$ cat src/rtl/core_pkg.sv
// Shared definitions for the multi-cycle 16-bit core:
// opcodes, ALU operation codes, FSM states and decode helpers.
package core_pkg;

  localparam logic [3:0] OP_AND = 4'h0;
  localparam logic [3:0] OP_OR  = 4'h1;
  localparam logic [3:0] OP_ADD = 4'h2;
  localparam logic [3:0] OP_SUB = 4'h6;
  localparam logic [3:0] OP_SLT = 4'h7;
  localparam logic [3:0] OP_LW  = 4'h8;
  localparam logic [3:0] OP_SW  = 4'hA;
  localparam logic [3:0] OP_BNE = 4'hE;
  localparam logic [3:0] OP_J   = 4'hF;

  localparam logic [2:0] ALU_AND = 3'b000;
  localparam logic [2:0] ALU_OR  = 3'b001;
  localparam logic [2:0] ALU_ADD = 3'b010;
  localparam logic [2:0] ALU_SUB = 3'b011;
  localparam logic [2:0] ALU_SLT = 3'b111;

  typedef enum logic [2:0] {
    FETCH,
    DECODE,
    EXEC,
    MEM,
    WB,
    HALT
  } state_t;

  function automatic logic is_rtype(input logic [3:0] op);
    return op inside {OP_AND, OP_OR, OP_ADD, OP_SUB, OP_SLT};
  endfunction

  function automatic logic op_valid(input logic [3:0] op);
    return is_rtype(op) ||
           (op inside {OP_LW, OP_SW, OP_BNE, OP_J});
  endfunction

  function automatic logic [2:0] alu_sel(input logic [3:0] op);
    logic [2:0] sel;
    case (op)
      OP_AND:  sel = ALU_AND;
      OP_OR:   sel = ALU_OR;
      OP_SUB:  sel = ALU_SUB;
      OP_SLT:  sel = ALU_SLT;
      default: sel = ALU_ADD;
    endcase
    return sel;
  endfunction

endpackage

$ cat src/rtl/core_alu.sv
// Combinational ALU: and/or/add/sub/slt with signed overflow
// flag for add and sub.
module core_alu
  import core_pkg::*;
#(
  parameter int DATA_W = 16
) (
  input  logic [2:0]        alu_op,
  input  logic [DATA_W-1:0] a,
  input  logic [DATA_W-1:0] b,
  output logic [DATA_W-1:0] result,
  output logic              ovf
);

  localparam int MSB = DATA_W - 1;

  always_comb begin
    result = '0;
    ovf    = 1'b0;
    case (alu_op)
      ALU_AND: result = a & b;
      ALU_OR:  result = a | b;
      ALU_ADD: begin
        result = a + b;
        ovf = (a[MSB] == b[MSB]) &&
              (result[MSB] != a[MSB]);
      end
      ALU_SUB: begin
        result = a - b;
        ovf = (a[MSB] != b[MSB]) &&
              (result[MSB] != a[MSB]);
      end
      ALU_SLT: begin
        result = {{(DATA_W-1){1'b0}},
                  ($signed(a) < $signed(b))};
      end
      default: result = '0;
    endcase
  end

endmodule

$ cat src/rtl/multicycle_core.sv
// Multi-cycle 16-bit ISA core sharing one req/ack memory port
// between instruction fetch and data access.
module multicycle_core
  import core_pkg::*;
#(
  parameter int DATA_W = 16,
  parameter int ADDR_W = 16,
  parameter logic [ADDR_W-1:0] RESET_PC = '0
) (
  input  logic              clk,
  input  logic              reset,
  output logic              mem_req,
  output logic              mem_we,
  output logic [ADDR_W-1:0] mem_addr,
  output logic [DATA_W-1:0] mem_wdata,
  input  logic [DATA_W-1:0] mem_rdata,
  input  logic              mem_ack,
  output logic [ADDR_W-1:0] pc_out,
  output logic              retire,
  output logic              halted,
  output logic              ovf
);

  state_t state, state_n;

  logic [15:0]       ir;
  logic [DATA_W-1:0] regs [16];
  logic [DATA_W-1:0] a_q, b_q, alu_q, mdr;
  logic [DATA_W-1:0] ra, rb;
  logic [ADDR_W-1:0] pc, pc_inc, pc_n;

  logic [3:0]        op, dst, rs, rb_idx;
  logic [DATA_W-1:0] imm_d;
  logic [ADDR_W-1:0] imm_a;
  logic              is_r, is_mem, bus_done, complete;

  logic [2:0]        alu_op;
  logic [DATA_W-1:0] alu_b, alu_res;
  logic              alu_ovf;

  assign op     = ir[15:12];
  assign dst    = ir[11:8];
  assign rs     = ir[7:4];
  assign is_r   = is_rtype(op);
  assign is_mem = (op == OP_LW) || (op == OP_SW);
  assign rb_idx = is_r ? ir[3:0] : ir[11:8];
  assign imm_d  = {{(DATA_W-4){ir[3]}}, ir[3:0]};
  assign imm_a  = {{(ADDR_W-4){ir[3]}}, ir[3:0]};
  assign pc_inc = pc + ADDR_W'(1);

  // Only an acknowledged cycle of an issued request counts.
  assign bus_done = mem_req && mem_ack;

  assign ra = (rs == 4'd0) ? '0 : regs[rs];
  assign rb = (rb_idx == 4'd0) ? '0 : regs[rb_idx];

  assign alu_op = is_mem ? ALU_ADD : alu_sel(op);
  assign alu_b  = is_mem ? imm_d : b_q;

  core_alu #(
    .DATA_W(DATA_W)
  ) u_alu (
    .alu_op(alu_op),
    .a     (a_q),
    .b     (alu_b),
    .result(alu_res),
    .ovf   (alu_ovf)
  );

  always_ff @(posedge clk) begin
    if (reset) state <= FETCH;
    else       state <= state_n;
  end

  always_comb begin
    state_n  = state;
    pc_n     = pc;
    complete = 1'b0;
    unique case (state)
      FETCH: if (bus_done) state_n = DECODE;
      DECODE: state_n = op_valid(op) ? EXEC : HALT;
      EXEC: begin
        unique case (1'b1)
          is_r:   state_n = WB;
          is_mem: state_n = MEM;
          (op == OP_BNE): begin
            pc_n = (a_q != b_q) ? pc_inc + imm_a
                                : pc_inc;
            complete = 1'b1;
            state_n  = FETCH;
          end
          (op == OP_J): begin
            pc_n = {pc_inc[ADDR_W-1:12], ir[11:0]};
            complete = 1'b1;
            state_n  = FETCH;
          end
          default: state_n = HALT;
        endcase
      end
      MEM: begin
        if (bus_done) begin
          if (op == OP_SW) begin
            pc_n     = pc_inc;
            complete = 1'b1;
            state_n  = FETCH;
          end else begin
            state_n = WB;
          end
        end
      end
      WB: begin
        pc_n     = pc_inc;
        complete = 1'b1;
        state_n  = FETCH;
      end
      HALT: state_n = HALT;
      default: state_n = FETCH;
    endcase
  end

  assign retire = complete && !reset;
  assign pc_out = pc;

  // Bus outputs are registered from the next state so a request
  // is already on the port in the first cycle of FETCH/MEM.
  always_ff @(posedge clk) begin
    if (reset) begin
      pc        <= RESET_PC;
      ir        <= '0;
      a_q       <= '0;
      b_q       <= '0;
      alu_q     <= '0;
      mdr       <= '0;
      ovf       <= 1'b0;
      halted    <= 1'b0;
      mem_req   <= 1'b0;
      mem_we    <= 1'b0;
      mem_addr  <= '0;
      mem_wdata <= '0;
      for (int i = 0; i < 16; i++) regs[i] <= '0;
    end else begin
      pc      <= pc_n;
      halted  <= (state_n == HALT);
      mem_req <= (state_n == FETCH) || (state_n == MEM);
      mem_we  <= (state_n == MEM) && (op == OP_SW);
      if (state_n == FETCH) begin
        mem_addr <= pc_n;
      end else if (state == EXEC && state_n == MEM) begin
        mem_addr  <= ADDR_W'(alu_res);
        mem_wdata <= b_q;
      end
      if (state == FETCH && bus_done) ir <= mem_rdata[15:0];
      if (state == DECODE) begin
        a_q <= ra;
        b_q <= rb;
      end
      if (state == EXEC) begin
        alu_q <= alu_res;
        if ((op == OP_ADD || op == OP_SUB) && alu_ovf)
          ovf <= 1'b1;
      end
      if (state == MEM && bus_done) mdr <= mem_rdata;
      if (state == WB && dst != 4'd0)
        regs[dst] <= (op == OP_LW) ? mdr : alu_q;
    end
  end

endmodule

$ cat config.mk
export PLATFORM = sky130hd
export DESIGN_NAME = multicycle_core
export DESIGN_NICKNAME = d
export VERILOG_FILES = /design/src/rtl/core_pkg.sv /design/src/rtl/core_alu.sv /design/src/rtl/multicycle_core.sv
export SDC_FILE = /design/constraint.sdc
export NUM_CORES = 1
export LEC_CHECK = 0
export ABC_AREA = 1
export BUFFER_PORTS_ARGS = -buffer_cell sky130_fd_sc_hd__buf_2
export CAP_MARGIN = 20
export CORE_UTILIZATION = 45
export DETAILED_ROUTE_END_ITERATION = 12
export GPL_TIMING_DRIVEN = 0
export HOLD_SLACK_MARGIN = 0.08
export PLACE_DENSITY_LB_ADDON = 0.08
export SYNTH_ARGS = -nofsm -noshare
export SYNTH_HDL_FRONTEND = slang
export SYNTH_SLANG_ARGS = --single-unit
$ cat constraint.sdc
create_clock -name clk -period 5.75 [get_ports clk]
set_input_delay 0.2875 -clock clk [delete_from_list [all_inputs] [get_ports clk]]
set_output_delay 0.2875 -clock clk [all_outputs]
set_load 0.01 [all_outputs]
### Yosys cells after proc, flatten, opt, wreduce, memory -nomap -nowiden

Memory sizes are Yosys's and may differ from the RTL's. A register that Yosys moved wholly into a read port is not among the register bits.
Cells that the tools add are included.

* bitwise gates (word level): 3
* magnitude comparators: 1
* reductions and logical operators: 29
* shifts and indexed selects: 0
* mux-type cells: 36
* div/mod/pow operators: 0
* multiply operators: 0
* equality and inequality tests: 24
* add/sub/neg operators: 4

Operators with widths (count)
* $mux 16: 10
* $pmux 16 s5: 1
* $pmux 16 s3: 1
* $add 16x16->16: 2
* $pmux 16 s2: 1
* $add 16x1->16 const B: 1
* $and 16x16->16: 1
* $eq 4x4->1 const B: 4
* $lt 16x16->1: 1
* $mux 4: 4
* $ne 16x16->1: 1
* $or 16x16->16: 1
* $reduce_or 16->1: 1
* $sub 16x16->16: 1
* $eq 3x2->1 const B: 5
* $mux 3: 5
* $pmux 3 s5: 1
* $eq 3x3->1 const B: 4
* $logic_not 4->1: 3
* $pmux 3 s4: 1
* $logic_and 1x1->1: 10
* $logic_not 3->1: 3
* $mux 1: 9
* $pmux 3 s3: 1
* 16 further kinds: 25

* memories: 1
* register bits after elaboration: 135
* input port bits: 19
* logic and storage cells: 111
* bits in latches: 0
* bits in read-only memories: 0
* output and inout port bits: 53
* RAM bits: 256

Memory list
* regs: depth 16, width 16, rd ports 2, clocked after memory_dff 1, write ports 16, RTL line multicycle_core.sv:27 `logic [DATA_W-1:0] regs [16];`

### Longest topological paths before layout

Gate-level depths: netlist of the first run.

* depth in word-level cells: 9
* mapped depth: 25
* depth with buffers taken out: 25

### Hierarchy

Synthesis of the first run repeated with hierarchy kept, for this count alone.

* cells, all modules: 3212
* area total of the unflattened synthesis: 24004.3 µm²

By module, submodules not included
* multicycle_core: area an instance 21471.8 µm², cells an instance 2748, times used 1, sequential area each 10470.0 µm²
* core_alu: area an instance 2532.4 µm², cells an instance 464, times used 1, sequential area each 0.0 µm²

### Least setup slack after synthesis of the first run

No wires, ideal clock.

* kind: flip-flop to flip-flop
* start: reg ir[15]
* end: reg mem_addr[10]
* library setup time: 0.113 ns
* required time: 5.637 ns
* clock period less this slack: 3.012 ns
* data arrival time: 2.899 ns
* setup slack: 2.738 ns
* path buffers: 0
* stages on the path, launching flop included: 23
* path through: dfxtp_1 > inv_1 > nor2_1 > nand2_1 > nand2_2 > inv_2 > o21ai_0 > ha_1 > inv_1 > fa_1 > inv_1 > nand3_1 > nand2_1 > nand2_1 > nand2_1 > a21oi_1 > or2_2 > nand3_1 > nand3b_1 > nand2_1 > nand2_1 > nand2_1 > nand2_1

* longest elaborated chain between the ends: 8
* elaborated cells between the ends (all ways): 42
* classes of those cells: add/sub (2); eq/ne (13); mux (15); bitwise (2); reduce/logical (10)

RTL lines
* from (decl): RTL line multicycle_core.sv:26 `logic [15:0] ir;`
* from (signal assigned): RTL line multicycle_core.sv:152 `if (state == FETCH && bus_done) ir <= mem_rdata[15:0];`
* branches (longest 8 deep; another with $sub 16x16->16)
* to (signal assigned): RTL line multicycle_core.sv:147 `mem_addr <= pc_n;`
* to (signal assigned): RTL line multicycle_core.sv:149 `mem_addr <= ADDR_W'(alu_res);`
* to (decl): RTL line multicycle_core.sv:14 `output logic [ADDR_W-1:0] mem_addr,`

Several ways; the timed one is not identified. The select of a mux whose other input is x is not followed.
A chain may end at the register's enable or synchronous reset.

### Worst setup path after layout of the first run

* start: reg ir[3]
* end: reg mem_addr[15]

* longest elaborated chain between the ends: 5
* elaborated cells between the ends (all ways): 12
* classes of those cells: add/sub (3); mux (7); bitwise (2)

RTL lines
* $add 16x16->16 or $mux 16 (tied branches): RTL line multicycle_core.sv:87, multicycle_core.sv:58
* $mux 16 (tied with other cells): RTL line multicycle_core.sv:87 `pc_n = (a_q != b_q) ? pc_inc + imm_a`
* $pmux 16 s2 or $pmux 16 s5 (tied branches): RTL line multicycle_core.sv:83, core_alu.sv:20
* $pmux 16 s3 or $mux 16 (tied branches): RTL line multicycle_core.sv:79, multicycle_core.sv:148
* $mux 16 *: RTL line multicycle_core.sv:146 `if (state_n == FETCH) begin`

Every way passes the cells marked *; elsewhere a longest branch is shown, timed or not. The select of a mux whose other input is x is not followed.

==> results.yml, run 1 <==
clocking:
  cts_sinks: 395
  ctsHoldBuffers: 16
  cts_setup_buffers: 0
  cts_tree: "built"
  root_buffer: "clkbuf_16"
  cts_resized: 0
  path_clk_slew_ns: 0.06
  clk_latency_ns: 0.61
  htree_levels: 2
  numCtsBuffers: 46
  clock_path_buffers: 3
logic_synthesis:
  synth-warning-count: 0
  ys_seq_area_frac: 0.442
  synth_area_per_cell_sq_um: 7.47
  syn_inst: 3173
  synthArstFlopShare: 0
  ys_ff_latch: 395
  syn_area_sq_um: 23700
  synth_ff_type: "edfxtp_1"
  yosysUniqueCellTypes: 49
  synth_edf_count: 256
finish:
  most-common-layout-cells: "732 x nand2_1, 456 x nor2_1, 292 x o21ai_0"
  layout_commonest_cell: "nand2_1"
  fin_area_sq_um: 26700
  drive_gt1_frac: 0.0654
  final_util: 0.517
  syn_to_final_growth_pct: 12.8
  n_fill_cell: 5134
  fin_nets: 3421
timing:
  setup_slack_ns: 1.19
  slew_headroom: 0.173
  rsz0062_at_grt: "no"
  slew_viol_final: 0
  tightest_slew_ns: 1.23
  hold_violations: 0
  post-route-min-period_ns: 4.56
  setup_viol: 0
  fin_worst_skew_ns: 0.0309
  fin_setup_tns_ns: 0
  max_freq_ghz: 0.219
  fin_crit_sh: 0.793
setup_path:
  crit_type: "reg2reg"
  critPathLaunchType: "flip-flop"
  worstPathArrival_ns: 5.04
  crit_required_ns: 6.24
  worst_r2r_path_depth: 19
  endpoint_kind: "flip-flop"
  crit_path_max_fanout: 19
place:
  pre_cts_ws_ns: 1.29
  dpl.hpwl_um: 76700
  io_buffers: 70
  place_area_sq_um: 25000
  gp_congestion: 1.02
status:
  status: "finished, final reports clean"
die:
  fp.dieH_um: 232
  fp.dieW_um: 232
  io_pins: 72
  die_area_sq_um: 53600
  placementRows: 83
  core_area_sq_um: 51700
  initial_core_util: 0.458
route:
  post_drt_wl_per_cell_um: 24.7
  ant_nets: 0
  drc: 0
  first_pass_iters: 6
  vias_per_cell: 5.93
  drt-total-wl_um: 99900
  vias: 24000
  drt_iter0_markers: 3029
power:
  pwr_density_cell_nw_per_um2: 439
  p_leak_nw: 10.9
  total_power_mw: 11.7
  peakVddDrop_mv: 0.304
job:
  maxCapViolCount: 0
hold_path:
  hold_path.class: "in2reg"
  hold_depth: 5
global_routing:
  grt_overflow: 0
  grt_start_max_net_pins: 20
  antenna_found_initial: 9
  grt_pass1_vias: 22000
  grt_first_pass_wirelength_um: 142000
  grt_usage: 0.366
report_power, final:
group | leakage (nW) | total, mW | internal [mW] | switching, mW
registers | 3.76 | 3.36 | 3.19 | 0.165
logic | 6.37 | 5.35 | 1.34 | 4.01
clock network | 0.762 | 3.04 | 1.75 | 1.29
total | 10.9 | 11.7 | 6.28 | 5.46
critical path, stage by stage, from the launching register on:
cell      delay, ns
dfxtp_1        0.87
inv_1          0.35
nand2_1        0.22
clkbuf_1       0.36
o21ai_0        0.25
ha_1           0.33
clkbuf_1       0.32
inv_1          0.19
nand2_1        0.09
nand2_1        0.10
a21oi_1        0.26
nor2_1         0.08
nor2_1         0.16
nand2_1        0.09
nand2_1        0.06
nand4_1        0.27
nand2_1        0.23
nand2_1        0.07
nand2_1        0.06
nand2_1        0.05
registers in the layout (all words and copies together), names as in the netlist, named ones only:
name,flops
regs,256
a_q,16
alu_q,16
b_q,16
ir,16
mdr,16
mem_addr,16
mem_wdata,16
pc_out,16
state,3
halted,1
mem_req,1
mem_we,1
ovf,1
path summary, 6_finish.rpt:
check | start | to | slack [ns]
max | ir[3] | mem_addr[15] | 1.19
min | mem_ack | ir[14] | 0.31
max reg2reg | ir[3] | mem_addr[15] | 1.19
min reg2reg | ovf | ovf | 0.48
metrics by stage:
step                      hold WS, ns  std cells
after CTS                       0.289       4041
after global routing            0.367       4045
final                           0.306       4046
after floorplan                 0.422       3188
after global placement          0.455       3938
after detailed placement        0.465       3940
cell usage after synthesis (2+ instances only):
cell type / number / share of area
edfxtp_1: 256 / 0.32
xnor2_1: 12 / 0.0044
a211oi_1: 4 / 0.0013
fa_1: 3 / 0.0025
clkinv_1: 2 / 0.00032
a221oi_1: 2 / 0.00074
o2111ai_1: 3 / 0.0011
nand3b_1: 8 / 0.0025
nand3_1: 230 / 0.049
inv_2: 9 / 0.0014
inv_1: 288 / 0.046
o211ai_1: 60 / 0.019
buf_4: 2 / 0.00063
a21oi_1: 226 / 0.048
buf_1: 16 / 0.0025
and2_1: 2 / 0.00053
o21ai_0: 292 / 0.062
a31oi_1: 5 / 0.0013
nor2_2: 3 / 0.00079
buf_2: 38 / 0.0080
o21bai_1: 6 / 0.0019
a21o_1: 4 / 0.0013
xor2_1: 12 / 0.0044
nor2_1: 456 / 0.072
dfxtp_1: 139 / 0.12
ha_1: 71 / 0.037
a21boi_0: 5 / 0.0016
nand2_1: 732 / 0.12
nand4_1: 14 / 0.0037
o21ai_1: 15 / 0.0032
mux2i_1: 65 / 0.027
nand2_2: 5 / 0.0013
or2_2: 6 / 0.0016
o22ai_1: 25 / 0.0066
nor3_1: 23 / 0.0049
clkbuf_1: 121 / 0.019
routing by layer:
metal / track usage / wire length [um] / part of all wire / vias up
li1: - / - / - / 10900
met1: 0.517 / 43100 / 0.43 / 11500
met2: 0.553 / 43100 / 0.43 / 1359
met3: 0.0685 / 9890 / 0.099 / 215
met4: 0.139 / 3850 / 0.038 / 0
met5: 0 / 0 / 0 / -
cell type report:
type	count	area, sq um	area share
Clock inverter	26	294	0.0110
Tap cell	680	851	0.0318
Multi-Input combinational cell	2315	11400	0.428
Sequential cell	395	10500	0.391
Inverter	300	1130	0.0422
Buffer	178	731	0.0273
Timing Repair Buffer	92	574	0.0215
Antenna cell	1	2.50	0.0000936
Clock buffer	59	1260	0.0472
logic make-up (layout without fill, tap and decap cells):
family          after synthesis  after routing  synth area share
xor+xnor                     24             24           0.00887
other cells                   1             17          0.000158
fa+ha+maj                    74             74            0.0400
compound gates              652            652             0.150
buf+inv                     478            655            0.0784
simple gates               1484           1484             0.254
mux                          65             65            0.0274
flops                       395            395             0.442
Power figures use the tool's default switching activity.
==> run 2: changes to the inputs <==
==> constraint.sdc (replaced) <==
create_clock -name clk -period 4.75 [get_ports clk]
set_input_delay 0.2375 -clock clk [delete_from_list [all_inputs] [get_ports clk]]
set_output_delay 0.2375 -clock clk [all_outputs]
set_load 0.01 [all_outputs]
==> results.yml, run 2 (synthesized netlist as in run 1, its figures left out) <==
clocking:
  htree_levels: 2
  clock_path_buffers: 3
  numCtsBuffers: 46
  cts_sinks: 395
  root_buffer: "clkbuf_16"
  cts_setup_buffers: 0
  path_clk_slew_ns: 0.06
  clk_latency_ns: 0.62
  cts_tree: "built"
finish:
  fin_nets: 3420
  multi_input_area_sq_um: 11400
  final_cells: 4045
  most-common-layout-cells: "732 x nand2_1, 456 x nor2_1, 292 x o21ai_0"
  regMostFlops: "regs"
  largest_reg_flops: 256
  fin_area_sq_um: 26700
  n_fill_cell: 5135
  layout_commonest_cell: "nand2_1"
  drive_gt1_frac: 0.0657
  syn_to_final_growth_pct: 12.8
  final_util: 0.517
  seqCellArea_sq_um: 10500
timing:
  rsz0062_at_grt: "no"
  setup_slack_ns: 0.431
  fin_crit_sh: 0.909
  whs_ns: 0.259
  post-route-min-period_ns: 4.32
  hold_violations: 0
  tightest_slew_ns: 1.26
  slew_headroom: 0.155
  max_freq_ghz: 0.232
  fin_setup_tns_ns: 0
  fin_worst_skew_ns: 0.0358
  setup_viol: 0
  slew_viol_final: 0
place:
  io_buffers: 70
  pre_cts_ws_ns: 0.288
  place_area_sq_um: 25000
  dpl.hpwl_um: 76700
  dp_cells: 3940
  gp_congestion: 1.02
route:
  first_pass_iters: 6
  vias: 24100
  drc: 0
  drt_iter0_markers: 2945
  post_drt_wl_per_cell_um: 24.7
  vias_per_cell: 5.95
  drt-total-wl_um: 99900
  ant_nets: 0
die:
  placementRows: 83
  fp.dieW_um: 232
  io_pins: 72
  core_area_sq_um: 51700
  initial_core_util: 0.458
  die_area_sq_um: 53600
  fp.dieH_um: 232
setup_path:
  worstPathArrival_ns: 4.80
  worst_r2r_path_depth: 21
  crit_path_frequent_cell: "nand2_1"
  endpoint_kind: "flip-flop"
  crit_type: "reg2reg"
  crit_path_max_fanout: 13
  crit_path_max_incr_delay_ns: 0.50
  crit_chain: "inv_2 > nand2_1 > inv_1 > nand2_2 > nand2_2 > nand2_1 > o21ai_0 > ha_1 > clkbuf_1 > inv_1 > a21oi_1 > o21ai_0 > a21o_1 > nand2_1 > nand2_1 > nand2_1 > nand4_1 > nand2_1 > nand2_1 > nand2_1 > nand2_1"
  crit_path_top_delay_cell: "dfxtp_1"
  crit_required_ns: 5.23
  critPathLaunchType: "flip-flop"
hold_path:
  hold_depth: 5
  hold_path.class: "in2reg"
power:
  p_leak_nw: 10.9
  peakVddDrop_mv: 0.366
  total_power_mw: 14.2
  pwr_density_cell_nw_per_um2: 532
global_routing:
  grt_first_pass_wirelength_um: 142000
  antenna_found_initial: 9
  grt_pass1_vias: 22000
  grt_start_max_net_pins: 20
  grt_usage: 0.366
  grt_overflow: 0
job:
  maxCapViolCount: 0
status:
  status: "finished, final reports clean"
[run 2: where the power goes]
group | total (mW) | internal (mW) | switching (mW)
Combinational | 6.47 | 1.62 | 4.86
Sequential | 4.06 | 3.86 | 0.198
Clock | 3.68 | 2.12 | 1.56
Total | 14.2 | 7.60 | 6.61
[run 2: layout make-up]
| type | count | area share |
|---|---|---|
| multi-input combinational | 2315 | 0.428 |
| sequential | 395 | 0.392 |
| clock buffer | 59 | 0.0472 |
| inverter | 300 | 0.0422 |
| tap | 680 | 0.0318 |
| buffer | 177 | 0.0272 |
| timing repair buffer | 92 | 0.0215 |
| clock inverter | 26 | 0.0110 |
| antenna | 1 | 0.0000936 |
[run 2: per-layer routing]
metal | GRT usage | vias to the layer above | wire length (um)
met2 | 0.553 | 1422 | 42900
met1 | 0.517 | 11500 | 42800
li1 | - | 10900 | -
met5 | 0 | - | 0
met3 | 0.0685 | 236 | 10100
met4 | 0.139 | 0 | 3960
[run 2: worst paths after layout]
kind	start	slack, ns	end
setup / recovery	ir[12]	0.43	mem_addr[15]
hold reg to reg	ovf	0.48	ovf
hold / removal	mem_ack	0.26	ir[14]
setup reg to reg	ir[12]	0.43	mem_addr[15]
[run 2: worst max-delay path, delay by kind of cell (launching register included)]
family	cells	cell delay [ns]
flip-flops	1	0.50
buffers and inverters	4	0.64
adder cells (fa/ha/maj)	1	0.34
AND/OR/NAND/NOR	12	1.82
AO/OA/AOI/OAI	4	0.91
[run 2: timing repair]
action / CTS / global route
hold buffers: 16 / 0
resized for setup: 0 / 1
setup endpoints to repair: 0 / 4
hold endpoints to repair: 36 / 0
